$ cat src/rtl/adder_arb_pkg.sv
// Shared types and sizing helpers for the shared-adder arbiter block.
// Holds the FSM state type, the default-configuration widths and width helpers
// so that parameterised instances compute their own bus widths.
package adder_arb_pkg;

    localparam int unsigned DEF_W = 8;
    localparam int unsigned DEF_N = 4;

    localparam int unsigned OPW   = 4 * DEF_W + 1;
    localparam int unsigned SUMW  = DEF_W + 2;
    localparam int unsigned IDW   = $clog2(DEF_N);
    localparam int unsigned STATW = 16;

    typedef enum logic [1:0] {
        IDLE = 2'd0,
        CALC = 2'd1,
        RESP = 2'd2
    } state_e;

    // Operand bundle width: four W-bit operands plus carry-in.
    function automatic int unsigned opw(input int unsigned w);
        return 4 * w + 1;
    endfunction

    // Sum width large enough for 4*(2^W-1)+1.
    function automatic int unsigned sumw(input int unsigned w);
        return w + 2;
    endfunction

    // Requester index width.
    function automatic int unsigned idw(input int unsigned n);
        return $clog2(n);
    endfunction

endpackage

$ cat src/rtl/adder_arb_ctrl_if.sv
// Request/response bus of the shared-adder arbiter.
//   req_valid/req_data/req_ready : N requesters, one OPW-bit bundle each
//   rsp_valid/rsp_ready/rsp_id/rsp_sum/rsp_zero : single response channel
//   stat_grants : N x 16-bit grant counters (zero when stats are not built)
// slave  = arbiter side, master = client side.
interface adder_arb_ctrl_if
    import adder_arb_pkg::*;
#(
    parameter int unsigned W = DEF_W,
    parameter int unsigned N = DEF_N
);
    localparam int unsigned BW = opw(W);
    localparam int unsigned SW = sumw(W);
    localparam int unsigned IW = idw(N);

    logic [N-1:0]       req_valid;
    logic [N*BW-1:0]    req_data;
    logic [N-1:0]       req_ready;
    logic               rsp_valid;
    logic               rsp_ready;
    logic [IW-1:0]      rsp_id;
    logic [SW-1:0]      rsp_sum;
    logic               rsp_zero;
    logic [N*STATW-1:0] stat_grants;

    modport slave (
        input  req_valid, req_data, rsp_ready,
        output req_ready, rsp_valid, rsp_id, rsp_sum, rsp_zero, stat_grants
    );

    modport master (
        output req_valid, req_data, rsp_ready,
        input  req_ready, rsp_valid, rsp_id, rsp_sum, rsp_zero, stat_grants
    );

endinterface

$ cat src/rtl/adder_arb_ctrl_adder4.sv
// Registered 4-operand adder with carry-in.
//   ins_i  : {cin, w, z, y, x}, x in the low W bits
//   sum_o  : registered x+y+z+w+cin, full width
//   zero_o : registered (sum == 0)
// rst_n is synchronous, active-low.
module adder4 #(
    parameter int unsigned W = 8
) (
    input  logic         clk,
    input  logic         rst_n,
    input  logic [4*W:0] ins_i,
    output logic [W+1:0] sum_o,
    output logic         zero_o
);

    localparam int unsigned SW = W + 2;

    logic [SW-1:0] sum_c;

    // Zero-extend every term so no carry is lost.
    always_comb begin
        sum_c = SW'(ins_i[W-1:0])     + SW'(ins_i[2*W-1:W])
              + SW'(ins_i[3*W-1:2*W]) + SW'(ins_i[4*W-1:3*W])
              + SW'(ins_i[4*W]);
    end

    // Result register.
    always_ff @(posedge clk) begin
        if (!rst_n) begin
            sum_o  <= '0;
            zero_o <= 1'b0;
        end else begin
            sum_o  <= sum_c;
            zero_o <= (sum_c == '0);
        end
    end

endmodule

$ cat src/rtl/adder_arb_ctrl_rr_arbiter.sv
// Combinational round-robin arbiter.
//   req_i : request vector
//   ptr_i : highest-priority index; search wraps N-1 -> 0
//   gnt_o : one-hot grant, idx_o : granted index, any_o : some request present
module rr_arbiter #(
    parameter int unsigned N  = 4,
    parameter int unsigned IW = $clog2(N)
) (
    input  logic [N-1:0]  req_i,
    input  logic [IW-1:0] ptr_i,
    output logic [N-1:0]  gnt_o,
    output logic [IW-1:0] idx_o,
    output logic          any_o
);

    // First requester found scanning upward from the pointer.
    always_comb begin
        int unsigned k;
        logic        found;
        gnt_o = '0;
        idx_o = '0;
        found = 1'b0;
        k     = 0;
        for (int unsigned off = 0; off < N; off++) begin
            k = (32'(ptr_i) + off) % N;
            if (!found && req_i[k]) begin
                found    = 1'b1;
                gnt_o[k] = 1'b1;
                idx_o    = IW'(k);
            end
        end
        any_o = found;
    end

endmodule

$ cat src/rtl/adder_arb_ctrl.sv
// Shares one registered 4-operand adder between N requesters.
// A round-robin winner's bundle is latched, summed in the next cycle and
// presented on the response port until accepted; one operation in flight.
//   clk, rst : single clock, synchronous active-high reset
//   bus      : adder_arb_ctrl_if.slave (request, response, grant statistics)
// Optional build macro ADDER_ARB_STATS_EN: per-requester saturating 16-bit
// grant counters on stat_grants; without it stat_grants is tied to zero.
module adder_arb_ctrl
    import adder_arb_pkg::*;
#(
    parameter int unsigned W = DEF_W,
    parameter int unsigned N = DEF_N
) (
    input  logic            clk,
    input  logic            rst,
    adder_arb_ctrl_if.slave bus
);

    localparam int unsigned BW = opw(W);
    localparam int unsigned IW = idw(N);

    state_e          state_q, state_d;
    logic [BW-1:0]   op_q, op_d;
    logic [IW-1:0]   id_q, id_d;
    logic [IW-1:0]   ptr_q, ptr_d;

    logic [N-1:0]    arb_gnt;
    logic [IW-1:0]   arb_idx;
    logic            arb_any;
    logic [N-1:0]    req_ready_c;
    logic            take_c;
    logic [BW-1:0]   slice_c [N];

    // Per-requester view of the flat request bus.
    for (genvar g = 0; g < N; g++) begin : g_slice
        assign slice_c[g] = bus.req_data[g*BW +: BW];
    end

    rr_arbiter #(
        .N  (N),
        .IW (IW)
    ) u_arb (
        .req_i (bus.req_valid),
        .ptr_i (ptr_q),
        .gnt_o (arb_gnt),
        .idx_o (arb_idx),
        .any_o (arb_any)
    );

    // Next-state logic; a grant is only issued when the result slot is free
    // and never while reset is asserted, so no grant is silently dropped.
    always_comb begin
        state_d     = state_q;
        op_d        = op_q;
        id_d        = id_q;
        ptr_d       = ptr_q;
        req_ready_c = '0;
        take_c      = 1'b0;

        case (state_q)
            IDLE: take_c = arb_any;
            CALC: state_d = RESP;
            RESP: begin
                if (bus.rsp_ready) begin
                    take_c  = arb_any;
                    state_d = IDLE;
                end
            end
            default: state_d = IDLE;
        endcase

        if (take_c && !rst) begin
            req_ready_c = arb_gnt;
            op_d        = slice_c[arb_idx];
            id_d        = arb_idx;
            ptr_d       = (arb_idx == IW'(N - 1)) ? '0 : arb_idx + IW'(1);
            state_d     = CALC;
        end
    end

    // State, operand, id and pointer registers.
    always_ff @(posedge clk) begin
        if (rst) begin
            state_q <= IDLE;
            op_q    <= '0;
            id_q    <= '0;
            ptr_q   <= '0;
        end else begin
            state_q <= state_d;
            op_q    <= op_d;
            id_q    <= id_d;
            ptr_q   <= ptr_d;
        end
    end

    // Operands stay in op_q through RESP, so the registered sum is stable.
    adder4 #(
        .W (W)
    ) u_add (
        .clk    (clk),
        .rst_n  (~rst),
        .ins_i  (op_q),
        .sum_o  (bus.rsp_sum),
        .zero_o (bus.rsp_zero)
    );

    assign bus.req_ready = req_ready_c;
    assign bus.rsp_valid = (state_q == RESP);
    assign bus.rsp_id    = id_q;

`ifdef ADDER_ARB_STATS_EN
    logic [STATW-1:0] stat_q [N];

    // Saturating grant counters.
    always_ff @(posedge clk) begin
        for (int i = 0; i < N; i++) begin
            if (rst) begin
                stat_q[i] <= '0;
            end else if (req_ready_c[i] && (stat_q[i] != '1)) begin
                stat_q[i] <= stat_q[i] + STATW'(1);
            end
        end
    end

    for (genvar g = 0; g < N; g++) begin : g_stat
        assign bus.stat_grants[g*STATW +: STATW] = stat_q[g];
    end
`else
    assign bus.stat_grants = '0;
`endif

endmodule

$ cat src/flat_wrapper.sv
// flat-port wrapper written by rule: the top's interface ports become plain ports
module adder_arb_ctrl_flat import adder_arb_pkg::*;
#(
    parameter int unsigned W = DEF_W,
    parameter int unsigned N = DEF_N
)
  (clk, rst, bus_req_valid, bus_req_data, bus_rsp_ready, bus_req_ready, bus_rsp_valid, bus_rsp_id, bus_rsp_sum, bus_rsp_zero, bus_stat_grants);
  adder_arb_ctrl_if #(.W(W), .N(N)) bus_i ();
  input  logic clk;
  input  logic rst;
  input wire logic [$bits(bus_i.req_valid)-1:0] bus_req_valid;
  input wire logic [$bits(bus_i.req_data)-1:0] bus_req_data;
  input wire logic [$bits(bus_i.rsp_ready)-1:0] bus_rsp_ready;
  output wire logic [$bits(bus_i.req_ready)-1:0] bus_req_ready;
  output wire logic [$bits(bus_i.rsp_valid)-1:0] bus_rsp_valid;
  output wire logic [$bits(bus_i.rsp_id)-1:0] bus_rsp_id;
  output wire logic [$bits(bus_i.rsp_sum)-1:0] bus_rsp_sum;
  output wire logic [$bits(bus_i.rsp_zero)-1:0] bus_rsp_zero;
  output wire logic [$bits(bus_i.stat_grants)-1:0] bus_stat_grants;
  assign bus_i.req_valid = bus_req_valid;
  assign bus_i.req_data = bus_req_data;
  assign bus_i.rsp_ready = bus_rsp_ready;
  assign bus_req_ready = bus_i.req_ready;
  assign bus_rsp_valid = bus_i.rsp_valid;
  assign bus_rsp_id = bus_i.rsp_id;
  assign bus_rsp_sum = bus_i.rsp_sum;
  assign bus_rsp_zero = bus_i.rsp_zero;
  assign bus_stat_grants = bus_i.stat_grants;
  adder_arb_ctrl #(.W(W), .N(N)) u_core (.clk(clk), .rst(rst), .bus(bus_i));
endmodule
$ cat config.mk
export PLATFORM = sky130hd
export DESIGN_NAME = adder_arb_ctrl_flat
export DESIGN_NICKNAME = d
export VERILOG_FILES = /design/src/rtl/adder_arb_pkg.sv /design/src/rtl/adder_arb_ctrl_if.sv /design/src/rtl/adder_arb_ctrl_adder4.sv /design/src/rtl/adder_arb_ctrl_rr_arbiter.sv /design/src/rtl/adder_arb_ctrl.sv /design/src/flat_wrapper.sv
export SDC_FILE = /design/constraint.sdc
export NUM_CORES = 1
export LEC_CHECK = 0
export ABC_AREA = 1
export BUFFER_PORTS_ARGS = -buffer_cell sky130_fd_sc_hd__buf_2
export CAP_MARGIN = 25
export CORE_ASPECT_RATIO = 1.2
export CORE_UTILIZATION = 45
export DETAILED_ROUTE_END_ITERATION = 8
export MAX_ROUTING_LAYER = met4
export PLACE_DENSITY = 0.85
export SYNTH_ARGS = -nofsm -noshare
export SYNTH_HDL_FRONTEND = slang
export SYNTH_SLANG_ARGS = --single-unit
$ cat constraint.sdc
create_clock -name clk -period 4.4 [get_ports clk]
set_input_delay 0.44 -clock clk [delete_from_list [all_inputs] [get_ports clk]]
set_output_delay 0.44 -clock clk [all_outputs]
set_load 0.02 [all_outputs]
==> flow_results.org, run 1 <==
** Outcome
- The flow ran to the end, and the final reports show no timing, DRC or antenna violations.

** Logic synthesis
- Count of cell types in the netlist :: 33
- Async set-reset flop share out of synthesis :: 0%
- The synthesized design contains 0 enable-type register cells.
- Synthesis produced 747 cells.
- Most common flop cell mapped by yosys :: sky130_fd_sc_hd__dfxtp_1
- Yosys printed 0 warnings.
- Counting flops and latches in the post-synthesis netlist gives 50.
- Share of synthesized area occupied by flip-flops and latches :: 21.0%
- Summed over its instances, the top area cell type makes up between 20% and 30% of the synthesized netlist area.
- A synthesized cell averages between 6 and 7 sq um.
- The commonest cells after synthesis are sky130_fd_sc_hd__nand2_1, sky130_fd_sc_hd__nand3_1, sky130_fd_sc_hd__inv_1, sky130_fd_sc_hd__buf_4, sky130_fd_sc_hd__dfxtp_1.
- Cell with the most instances after synthesis :: sky130_fd_sc_hd__nand2_1
- Dominant cell type by area after synthesis :: sky130_fd_sc_hd__dfxtp_1
- Top area cells in the synthesized netlist :: sky130_fd_sc_hd__dfxtp_1, sky130_fd_sc_hd__nand3_1, sky130_fd_sc_hd__nand2_1, sky130_fd_sc_hd__buf_4, sky130_fd_sc_hd__inv_1
- Netlist area before placement :: 0.00476 sq mm

** Global routing
- The first global-routing pass estimated 19700 microns of wire.
- For this run the aggregate overflow at the end of global routing stands at 0.
- The number of antenna violations at the first check in global routing was 0.
- Vias in the first global route :: roughly 4300
- Largest net degree at the start of global routing :: 66
- Across every metal layer, demand over resource in global routing totals a little under a quarter.

** Clocking
- Post-CTS timing repair inserted 0 buffers for setup.
- In this run, post-CTS hold repair placed 0 buffers.
- After clock tree synthesis, the clock-pin slew on the worst setup and hold paths is about 0.07 ns.
- The clock reaches the later pin of the worst-skew pair after 0.29 ns.
- The clock passes through at most 2 buffers.
- Clock root cell :: sky130_fd_sc_hd__clkbuf_16
- The H-tree was split into 2 levels.
- The tree built by TritonCTS fans out to 50 sinks.
- TritonCTS built the clock tree.
- Once the clock tree was built, the resizer swapped 0 gates to a different size.
- Buffers inserted during clock tree synthesis total 5.

** Place
- Summed over all nets, the half-perimeter wirelength after detailed placement is slightly above 9000 microns.
- Placer congestion estimate :: just under 0.9
- Number of input and output port buffers inserted :: ~160

** Die
- The floorplan step defined a core boundary enclosing 0.0102 sq mm.
- Standard-cell row count :: 40
- The die covers roughly 0.011 sq mm.
- Effective utilization at floorplan :: 46.9%
- During I/O placement, the number of pins put on the boundary was roughly 220.
- The floorplan step set the die height to about 110 microns.
- In this run the horizontal extent of the chip is around 96 microns.

** Timing
- Max Clock Skew :: approximately 0.0038 ns
- Minimum clock period after layout :: 3.49 ns
- Share of the cycle needed by the critical path after routing :: 79.3%
- Final Slew Violations :: 0
- Highest clock rate :: roughly 0.29 GHz
- For the pin with the worst max-slew slack, the measured transition is approximately 0.99 ns.
- Adding up every negative setup slack in the final design gives 0 ns.
- Headroom to the max-slew limit came out at 34.0%.
- Unrepaired setup endpoints after global routing :: false
- Fin. Hold Viols :: 0
- # setup viols final :: 0

** Worst setup path
- Worst setup slack for register-to-register paths :: between 0.9 and 1 ns
- Max FO, Critical Path :: 4
- Capturing element type of the critical path :: flop
- Arrival time of data at the critical path endpoint :: around 3.7 ns
- STA classifies the critical path startpoint as a flop.
- Required @ worst endpoint :: about 4.6 ns
- The setup path with the least slack is of type reg -> reg.

** Pwr
- Worst-case vdd ir drop :: 0.612 mV
- For this design the ratio of total power to cell area is roughly 840 mW/mm^2.
- For this design the static power due to leakage is roughly 3.2 nW.
- Total power consumption of the routed design :: approximately 0.0045 W

** Cells and area
- Storage element area :: 0.00100 sq mm
- At the end of the flow, the number of nets in the layout was between 1000 and 1500.
- The post-route netlist has between 20% and 30% of its cells at a drive strength greater than 1.
- In the final layout, the multi-input gates occupy a little under 0.003 sq mm.
- N_diodes :: 0
- Filler Cells Inserted :: 1013
- P&R area growth vs syn :: 13.3%

** Detailed routing
- Post-route DRC violation count :: 0
- Dividing the detail-routed via count by the number of cells gives between 4 and 5.
- Count of TritonRoute iterations in the first routing pass :: 6
- Mean routed wirelength per cell :: about 12 microns
- Sum of routed wire length over all layers :: 12200 microns
- Violation count after the first detailed-route iteration :: 333
- Antenna Nets Post-Route :: 0
- The detailed router placed between 4000 and 5000 vias in this run.

** Run
- Across the run, the number of max-cap violations was 0.

** Min path
- The worst hold path belongs to the class reg -> reg.
kinds of logic after synthesis:
kind of cell | count (synthesis) | share of synthesized area [%]
and+or+nand+nor | 427 | 39.3
xor gates and xnor gates | 12 | 2.21
AOI/OAI and AO/OA | 28 | 4.15
adders and majority gates | 35 | 10.8
buffers and inverters | 194 | 22.5
DFF | 50 | 21.0
other | 1 | 0.0787
per-layer routing:
layer	GRT usage (%)	part of all wire, %
met1	29.7	43
met2	38.2	49
met4	6.97	1.8
met5	-	0
met3	3.39	6.0
placed cells by master (no fill, tap or decap), drive strengths merged:
master	synthesis	final
a21o	1	1
nand4	4	4
ha	25	25
a31oi	1	1
clkbuf	3	6
xnor2	6	6
conb	1	64
a21oi	12	12
inv	95	95
o22ai	1	1
o21ai	6	6
nor3	4	4
o21bai	4	4
o2111ai	1	1
nor2	30	30
a22oi	1	1
xor2	6	6
fa	10	10
nand3	174	174
clkinv	0	2
nand2	215	215
buf	96	160
dfxtp	50	50
a211oi	1	1
worst paths after layout:
kind                                        start                   to  cells after the start
worst max-delay path               u_core.op_q[2]  u_core.u_add.zero_o                     22
worst min register to register  u_core.state_q[1]    u_core.state_q[1]                      1
worst min-delay path            u_core.state_q[1]    u_core.state_q[1]                      1
worst max register to register     u_core.op_q[2]  u_core.u_add.zero_o                     22
stage by stage:
step	cell area, sq um	instances	hold slack (ns)	utilization [%]	worst slack (ns)
4_1_cts	5400	1005	0.449	53.1	0.945
6_report	5400	1005	0.448	53.1	0.909
2_1_floorplan	5000	810	0.414	-	1.29
5_1_grt	5400	1005	0.471	53.1	0.686
3_3_place_gp	5250	997	0.429	51.7	1.16
3_5_place_dp	5250	997	0.438	51.7	0.968
worst max-delay path, stage by stage, from the launching register on:
cell	delay (ns)
sky130_fd_sc_hd__dfxtp_1	0.32
sky130_fd_sc_hd__ha_1	0.35
sky130_fd_sc_hd__a21oi_1	0.19
sky130_fd_sc_hd__nand2_1	0.11
sky130_fd_sc_hd__nand2_1	0.07
sky130_fd_sc_hd__nand2_1	0.05
sky130_fd_sc_hd__nand2_1	0.05
sky130_fd_sc_hd__nand2_1	0.08
sky130_fd_sc_hd__a21o_1	0.17
sky130_fd_sc_hd__a21oi_1	0.16
sky130_fd_sc_hd__inv_1	0.06
sky130_fd_sc_hd__nand2_1	0.05
sky130_fd_sc_hd__nand2_1	0.06
sky130_fd_sc_hd__fa_1	0.48
sky130_fd_sc_hd__inv_1	0.04
sky130_fd_sc_hd__ha_1	0.34
sky130_fd_sc_hd__inv_1	0.07
sky130_fd_sc_hd__nor3_1	0.18
sky130_fd_sc_hd__nand2_1	0.07
sky130_fd_sc_hd__nand3_1	0.11
sky130_fd_sc_hd__xor2_1	0.19
sky130_fd_sc_hd__nand4_1	0.11
sky130_fd_sc_hd__nor2_1	0.09
area by class of cell:
type | count | share of cell area [%]
Clock inverter | 2 | 0.255
Sequential cell | 50 | 18.5
Inverter | 95 | 6.61
Timing Repair Buffer | 160 | 15.0
Tap cell | 126 | 2.92
Clock buffer | 6 | 2.39
Multi-Input combinational cell | 566 | 54.3
sequential cells by signal, indices dropped and copies added (netlist names), named ones only:
name                 count
u_core.op_q             33
u_core.u_add.sum_o      10
u_core.bus.rsp_id        2
u_core.state_q           2
u_core.ptr_q             1
u_core.u_add.zero_o      1
power by group:
part	internal (W)	switching [W]	total (W)	leakage, nW
combinational	0.00113	0.00231	0.00345	2.68
sequential	0.000625	0.0000860	0.000711	0.413
clock	0.000211	0.000173	0.000384	0.0708
total	0.00197	0.00257	0.00454	3.16
No activity file was read; power rests on OpenSTA's default activity.
==> run 2: changes to the inputs <==
CORE_UTILIZATION = 44   (was 45)
PLACE_DENSITY = 0.86   (was 0.85)
clock period = 2.8 ns   (was 4.4 ns; I/O delays follow)
==> flow_results.org, run 2 (synthesized netlist as in run 1, its figures left out) <==
** Clocking
- Clock transition at the registers of the reported paths :: 0.07 ns (about the same)
- The clock latency reported for the late side of the worst-skew pair is 0.29 ns (about the same).
- The number of buffers added by the clock tree synthesis step came to 5 (unchanged).
- The CTS H-tree depth is 2 (unchanged).
- The hold-fix buffer count after cts came to 0 (unchanged).
- Clock root cell :: sky130_fd_sc_hd__clkbuf_16
- The number of sinks handled by clock tree synthesis is 50 (unchanged).
- The maximum root-to-sink buffer count was 2 (unchanged).
- CTS tree :: done

** Pwr
- Total power consumption of the routed design :: 0.00894 W (+97%)
- Worst-case vdd ir drop :: 0.804 mV (+31%)
- Static leakage :: 3.36 nW (+6.3%)
- The power per standard cell area was 1490 mW/mm^2 (+77%).

** Worst setup path
- Worst-path cell with the longest stage delay :: sky130_fd_sc_hd__fa_1
- The largest driver fanout on the critical path came to 3 (-1).
- Critical Path Source Type :: flop
- The required time reported for the critical path endpoint was 3.04 ns (-1.59 ns).
- The signal on the critical path passes through ha_4, inv_2, fa_2, o21ai_4, nand2_1, nand2_1, a21oi_2, xor2_1, fa_1, inv_2, ha_4, inv_2, nor3_2, nand2_1, nand3_2, xor2_2, nand4_1, nor2_1.
- The data arrival time of the critical path is 3.32 ns (-0.40 ns).
- Worst setup slack for register-to-register paths :: -0.28 ns (-1.19 ns)
- Capturing element type of the critical path :: flop
- By startpoint and endpoint, the worst setup path is classified as reg -> reg.
- The startpoint identified for the worst register-to-register timing path is u_core.op_q[8].
- R2R cell count :: 18 (-18%)
- The peak per-stage delay on the critical path was 0.50 ns (+0.02 ns).
- Worst reg2reg path endpoint :: u_core.u_add.zero_o

** Global routing
- Largest net degree at the start of global routing :: 55 (-17%)
- The global-route congestion overflow total came to 0 (unchanged).
- Total Routing Usage GR :: 23.3% (-0.056 points)
- The number of antenna violations at the first check in global routing is 0 (unchanged).
- Global-route wire length before repair :: 20700 microns (+5.2%)
- The number of global-route vias before repair came to 4579 (+5.5%).

** Cells and area
- Core occupancy in the finished layout :: 57.0% (+3.9 points)
- Counting flops per register, the top entry is u_core.op_q.
- Summed area of non-filler cells in the final layout :: 0.00599 sq mm (+11%)
- The largest registers in the layout are u_core.op_q (33), u_core.u_add.sum_o (10).
- The area growth from synthesis to layout is 25.9%.
- The number of nets in the final layout is 1081 (+2.8%).
- The library cells used most frequently in the layout, excluding fill and tap cells, are sky130_fd_sc_hd__nand2_1, sky130_fd_sc_hd__nand3_1, sky130_fd_sc_hd__buf_2.
- The post-route non-filler standard cell count came to 1038 (+3.3%).
- Fraction of final layout cells sized beyond drive strength 1 :: 28.5% (+7.8 points)
- Most frequent standard cell in the layout excluding fill and tap cells :: sky130_fd_sc_hd__nand2_1
- Max reg flops :: 33 (unchanged)

** Detailed routing
- Ratio of routed vias to standard cells :: 4.95 (+1.4%)
- The residual antenna-violating net count after detailed routing is 0 (unchanged).
- Post-route DRC violation count :: 0 (unchanged)
- The wire length after detailed routing came to 13300 microns (+8.5%).
- The via count of the routed design came to 5140 (+4.8%).
- The violation count after the first detailed-routing iteration was 486 (+46%).
- Mean routed wirelength per cell :: 12.8 microns (+5.1%)
- The first-pass detailed-route iteration total was 6 (unchanged).

** Outcome
- The checks that failed: negative setup slack.
- Outcome :: complete, but fails checks

** Run
- Max Cap Violations :: 0 (unchanged)

** Timing
- Unrepaired setup endpoints after global routing :: true
- The clock tree skew after final layout came to 0.00762 ns (+0.00382 ns).
- Minimum clock period after layout :: 3.08 ns (-0.411 ns)
- The least setup slack across all paths after layout came to -0.279 ns (-1.19 ns).
- # setup viols final :: 5 (+5)
- The upper clock frequency limit is 0.325 GHz (+13%).
- Setup TNS after final layout :: -0.947 ns (-0.947 ns)
- Final Slew Violations :: 0 (unchanged)
- Share of the cycle needed by the critical path after routing :: 110% (+31 points)
- The final hold violation count was 0 (unchanged).

** Place
- The cell count after placement was 1027 (+3.0%).
- Placer congestion estimate :: 0.885 (+0.29%)
- The count of input and output buffers is 156 (unchanged).
- The cell area reported after detailed placement was 0.00561 sq mm (+6.8%).
- The half-perimeter wire length of the detailed placement result is 10000 microns (+7.6%).

** Die
- The number of placement rows came to 41 (+2.5%).
- Count of pins on the block boundary :: 221 (unchanged)
- Die height :: 116 microns (+1.1%)
- The horizontal die dimension is 97.0 microns (+1.1%).
- The area of the die is 0.0112 sq mm (+2.2%).
- Placeable core area :: 0.0105 sq mm (+3.5%)
- The effective utilization at floorplan was 45.3% (-1.6 points).

** Min path
- In this run the most critical hold path is launched from bus_req_data[91].
- Path class of the lowest-slack min-delay path :: in -> reg
- Worst-case hold path end point :: u_core.op_q[25]
- The hold-critical path depth came to 5 (+4).
[run 2: what timing repair did]
item	4_1_cts	5_1_grt
buffers inserted	0	2
setup endpoints to repair	8	12
pin swaps	13	19
resized for setup	14	23
[run 2: worst max path at each step]
| stage | start | to | cells past startpoint |
|---|---|---|---|
| 2_1_floorplan | u_core.op_q[2] | u_core.u_add.zero_o | 22 |
| 3_3_place_gp | u_core.op_q[8] | u_core.u_add.zero_o | 18 |
| 3_5_place_dp | u_core.op_q[8] | u_core.u_add.zero_o | 18 |
| 4_1_cts | u_core.op_q[2] | u_core.u_add.zero_o | 22 |
| 5_1_grt | u_core.op_q[8] | u_core.u_add.zero_o | 18 |
| 6_report | u_core.op_q[8] | u_core.u_add.zero_o | 18 |
[run 2: report_power, final]
group	internal, W	switching (W)
combinational	0.00292	0.00425
sequential	0.000988	0.000143
clock	0.000359	0.000273
total	0.00427	0.00467
[run 2: worst max-delay path, delay by kind of cell, from the launching register on]
kind,cells,cell delay [ns]
buffers and inverters,3,0.14
AOI/OAI and AO/OA,2,0.23
and+or+nand+nor,7,0.69
xor gates and xnor gates,2,0.32
adders and majority gates,4,1.27
DFF,1,0.36
[run 2: layout make-up]
type,instances,area [sq um]
multi-input combinational,566,3210
antenna,1,2.50
inverter,95,357
fill,931,4520
timing repair buffer,189,1100
sequential,50,1010
clock inverter,2,16.3
tap,129,161
clock buffer,6,139
[run 2: routing by layer]
metal	part of all wire [%]	vias to the layer above	GRT usage [%]
met5	0	-	-
met4	3.4	0	9.75
met3	5.4	43	2.96
met2	50	217	40.5
met1	41	2326	27.3
li1	-	2554	-
[run 2: through the flow]
step,worst slack [ns],hold slack [ns]
global route,-0.441,0.314
CTS,-0.265,0.285
detailed placement,-0.271,0.440
global placement,-0.174,0.437
floorplan,-0.105,0.358
finish,-0.279,0.286
==> run 3: changes to the inputs <==
ABC_AREA = default   (was 1)
CORE_UTILIZATION = 42   (was 44)
PLACE_DENSITY = 0.85   (was 0.86)
==> flow_results.org, run 3 <==
** Outcome
- The run finished, with violations left.
- The checks that failed: negative setup slack.

** Global routing
- Vias in the first global route :: 3732 (-18%)
- Global-route wire length before repair :: 16300 microns (-21%)
- Total Routing Usage GR :: 20.0% (-3.3 points)
- The number of antenna violations at the first check in global routing is 0 (unchanged).
- Largest net degree at the start of global routing :: 21 (-62%)
- Total global routing overflow :: 0 (unchanged)

** Run
- The number of violations of the max-capacitance limit was 0 (unchanged).

** Timing
- The count of pins over their slew limit was 0 (unchanged).
- The least setup slack across all paths after layout came to -0.440 ns (-0.160 ns).
- Worst Tran Pin Value :: ~0.57 ns
- # setup viols final :: 7 (+2)
- Hold Worst Slack :: 0.272 ns (-0.0145 ns)
- The period utilization is 116% (+5.7 points).
- The final hold violation count was 0 (unchanged).
- Slew HR :: roughly three fifths
- Setup repair after global routing could not meet its margin everywhere.
- The post-route minimum period came to 3.24 ns (+0.160 ns).
- The upper clock frequency limit was 0.309 GHz (-4.9%).
- The clock tree skew after final layout came to 0.00325 ns (-0.00437 ns).

** Logic synthesis
- Cell with the most instances after synthesis :: sky130_fd_sc_hd__buf_4
- Post-Synthesis Cells :: 476 (-36%)
- Area share of the largest cell type after synthesis :: 23.1% (+2.1 points)
- Synthesis Warnings :: 0 (unchanged)
- Share of synthesized area occupied by flip-flops and latches :: 23.1% (+2.1 points)
- Dominant cell type by area after synthesis :: sky130_fd_sc_hd__dfxtp_1
- The synthesized area divided by synthesized cell count is 9.09 sq um (+43%).
- Cell types with the highest counts after synthesis :: sky130_fd_sc_hd__buf_4, sky130_fd_sc_hd__mux2i_1, sky130_fd_sc_hd__dfxtp_1, sky130_fd_sc_hd__inv_1, sky130_fd_sc_hd__nand2_1
- The synthesis-stage register bit count came to 50 (unchanged).
- Top area cells in the synthesized netlist :: sky130_fd_sc_hd__dfxtp_1, sky130_fd_sc_hd__mux2i_1, sky130_fd_sc_hd__buf_4, sky130_fd_sc_hd__ha_1, sky130_fd_sc_hd__fa_1
- Count of cell types in the netlist :: 47 (+42%)
- The most used flip-flop cell after synthesis is sky130_fd_sc_hd__dfxtp_1.
- The combined area of all synthesized cells came to 0.00433 sq mm (-9.1%).
- The count of flip-flops with a built-in enable after synthesis was 0 (unchanged).
- The proportion of synthesized flip-flops having asynchronous set or reset was 0% (unchanged).

** Clocking
- TritonCTS built the clock tree.
- The clock latency reported for the late side of the worst-skew pair was 0.29 ns (about the same).
- Maximum number of buffers from clock root to sink :: 2 (unchanged)
- The number of buffers added by the clock tree synthesis step was 5 (unchanged).
- The number of sinks handled by clock tree synthesis was 50 (unchanged).
- H-tree depth :: 2 (unchanged)
- CTS placed an instance of sky130_fd_sc_hd__clkbuf_16 at the clock tree root.
- Clock transition at the registers of the reported paths :: 0.07 ns (about the same)

** Worst setup path
- Arrival time of data at the critical path endpoint :: 3.45 ns (+0.13 ns)
- Capturing element type of the critical path :: flop
- STA classifies the critical path startpoint as a flop.
- Worst-path cell with the longest stage delay :: sky130_fd_sc_hd__fa_1
- Cells along the critical path :: ha_4, inv_2, fa_2, inv_2, a21oi_2, o21ai_2, a21o_1, a21o_1, xnor2_2, fa_1, inv_2, ha_4, or2_4, o31ai_4, mux2_4, nor4_2
- The peak per-stage delay on the critical path came to 0.47 ns (-0.03 ns).
- Worst Setup Path Type :: reg -> reg
- The largest driver fanout on the critical path is 2 (-1).
- Cell family contributing the most delay on the critical path :: adder cells
- Required @ worst endpoint :: 3.01 ns (-0.03 ns)
- The number of buffers and inverters on the critical path was 3 (unchanged).
- Top cell by count, worst path :: sky130_fd_sc_hd__inv_2

** Die
- Standard-cell row count :: 40 (-2.4%)
- Placeable core area :: 0.0100 sq mm (-4.8%)
- Die height :: 113 microns (-2.4%)
- The area of the die was 0.0107 sq mm (-4.7%).
- Die width :: 94.7 microns (-2.4%)
- The effective utilization at floorplan came to 43.3% (-2.0 points).
- Count of pins on the block boundary :: 221 (unchanged)

** Cells and area
- Final-stage net count :: 844 (-22%)
- Most frequent standard cell in the layout excluding fill and tap cells :: sky130_fd_sc_hd__buf_2
- Top flop regs :: u_core.op_q (33), u_core.u_add.sum_o (10)
- Max reg flops :: 33 (unchanged)
- u_core.op_q holds more flip-flops than any other register.
- Summed area of non-filler cells in the final layout :: 0.00568 sq mm (-5.3%)
- The post-route non-filler standard cell count was 797 (-23%).
- N_diodes :: 0 (-1)
- Compared with the post-synthesis result, the final layout area differs by 31.1%.
- Top library cells by usage in the layout, fill and taps aside :: sky130_fd_sc_hd__buf_2, sky130_fd_sc_hd__mux2i_1, sky130_fd_sc_hd__conb_1
- Filler Cells Inserted :: 898 (-3.5%)
- Fraction of final layout cells sized beyond drive strength 1 :: 41.9% (+13 points)

** Place
- The count of input and output buffers is 156 (unchanged).
- Post-place instance area :: 0.00534 sq mm (-4.9%)
- The half-perimeter wire length of the detailed placement result is 8280 microns (-17%).
- Placer congestion estimate :: 0.863 (-2.5%)
- The cell count after placement was 783 (-24%).

** Detailed routing
- Ratio of routed vias to standard cells :: 4.77 (-3.6%)
- The total DRC errors in the routed layout is 0 (unchanged).
- Sum of routed wire length over all layers :: 10300 microns (-23%)
- The violation count after the first detailed-routing iteration came to 95 (-80%).
- The post-detailed-route wirelength per cell came to 12.9 microns (+0.52%).
- Count of TritonRoute iterations in the first routing pass :: 4 (-2)
- Via count :: 3804 (-26%)
- Antenna Nets Post-Route :: 0 (unchanged)

** Min path
- Path class of the lowest-slack min-delay path :: in -> reg

** Pwr
- Power per Cell Area :: 1310 mW/mm^2 (-12%)
- The maximum vdd ir drop was 0.528 mV (-34%).
- The leakage power summed over all cells is 2.85 nW (-15%).
==> run 3: cell count changes after synthesis, moves of 8 or more <==
| cell | previous run | this run |
|---|---|---|
| sky130_fd_sc_hd__inv_1 | 92 | 48 |
| sky130_fd_sc_hd__o221ai_1 | 0 | 19 |
| sky130_fd_sc_hd__buf_4 | 76 | 67 |
| sky130_fd_sc_hd__nand3_1 | 172 | 1 |
| sky130_fd_sc_hd__o221ai_2 | 0 | 13 |
| sky130_fd_sc_hd__buf_2 | 15 | 7 |
| sky130_fd_sc_hd__nand2_1 | 210 | 38 |
| sky130_fd_sc_hd__mux2i_1 | 0 | 66 |
==> run 3: cells by family (layout without fill, tap and decap cells) <==
| logic type | count (synthesis) | in the layout | share of synthesized area [%] |
|---|---|---|---|
| buffers and inverters | 132 | 264 | 18.7 |
| AOI/OAI and AO/OA | 83 | 83 | 16.3 |
| xor gates and xnor gates | 15 | 15 | 3.03 |
| DFF | 50 | 50 | 23.1 |
| muxes | 72 | 72 | 17.9 |
| adders and majority gates | 35 | 35 | 11.8 |
| and+or+nand+nor | 88 | 88 | 9.02 |
| other | 1 | 64 | 0.0866 |
==> run 3: path summary, 6_finish.rpt <==
path / startpoint / to / slack [ns] / depth (start not counted)
worst max-delay path: u_core.op_q[0] / u_core.u_add.zero_o / -0.44 / 16
worst min-delay path: bus_req_data[82] / u_core.op_q[16] / 0.27 / 3
worst max register to register: u_core.op_q[0] / u_core.u_add.zero_o / -0.44 / 16
worst min register to register: u_core.bus.rsp_id[1] / u_core.bus.rsp_id[1] / 0.44 / 2
==> run 3: worst register-to-register path: stages, from the launching register on <==
cell	delay [ns]
sky130_fd_sc_hd__dfxtp_2	0.35
sky130_fd_sc_hd__ha_4	0.14
sky130_fd_sc_hd__inv_2	0.03
sky130_fd_sc_hd__fa_2	0.34
sky130_fd_sc_hd__inv_2	0.06
sky130_fd_sc_hd__a21oi_2	0.05
sky130_fd_sc_hd__o21ai_2	0.15
sky130_fd_sc_hd__a21o_1	0.13
sky130_fd_sc_hd__a21o_1	0.16
sky130_fd_sc_hd__xnor2_2	0.14
sky130_fd_sc_hd__fa_1	0.47
sky130_fd_sc_hd__inv_2	0.08
sky130_fd_sc_hd__ha_4	0.19
sky130_fd_sc_hd__or2_4	0.25
sky130_fd_sc_hd__o31ai_4	0.07
sky130_fd_sc_hd__mux2_4	0.32
sky130_fd_sc_hd__nor4_2	0.22
==> run 3: where the power goes <==
group	total (W)	switching (W)	leakage, nW	internal [W]
Combinational	0.00567	0.00278	2.36	0.00288
Clock	0.000637	0.000278	0.0735	0.000359
Sequential	0.00111	0.000128	0.415	0.000980
Total	0.00741	0.00319	2.85	0.00422
==> run 3: metal layers <==
metal | share of wire [%] | GRT usage (%) | vias up
met4 | 2.6 | 8.28 | 0
li1 | - | - | 1916
met5 | 0 | - | -
met1 | 39 | 20.6 | 1722
met2 | 54 | 37.2 | 142
met3 | 4.4 | 2.76 | 24
==> run 3: repair_timing <==
item,CTS,global route
hold buffers,0,0
setup buffers,3,5
setup endpoints to repair,11,13
pin swaps,15,21
gates cloned,0,0
resized for setup,13,16
==> run 3: metrics by stage <==
| stage | power [W] | TNS [ns] | util (%) | setup WS, ns |
|---|---|---|---|---|
| after floorplan | 0.00473 | -0.847 | - | -0.387 |
| after global placement | 0.00625 | -1.88 | 53.3 | -0.422 |
| after detailed placement | 0.00635 | -2.51 | 53.3 | -0.524 |
| after CTS | 0.00720 | -2.01 | 55.8 | -0.475 |
| after global routing | 0.00807 | -3.21 | 56.7 | -0.621 |
| final | 0.00741 | -1.88 | 56.7 | -0.440 |
==> run 3: cell type report <==
type | instances | area, sq um | share of cell area, %
clock inverters | 2 | 16.3 | 0.287
repair buffers | 208 | 1220 | 21.5
clock buffers | 6 | 139 | 2.45
multi-input cells | 357 | 2950 | 52.0
inverters | 48 | 180 | 3.17
flip-flops and latches | 50 | 1010 | 17.8
well taps | 126 | 158 | 2.78
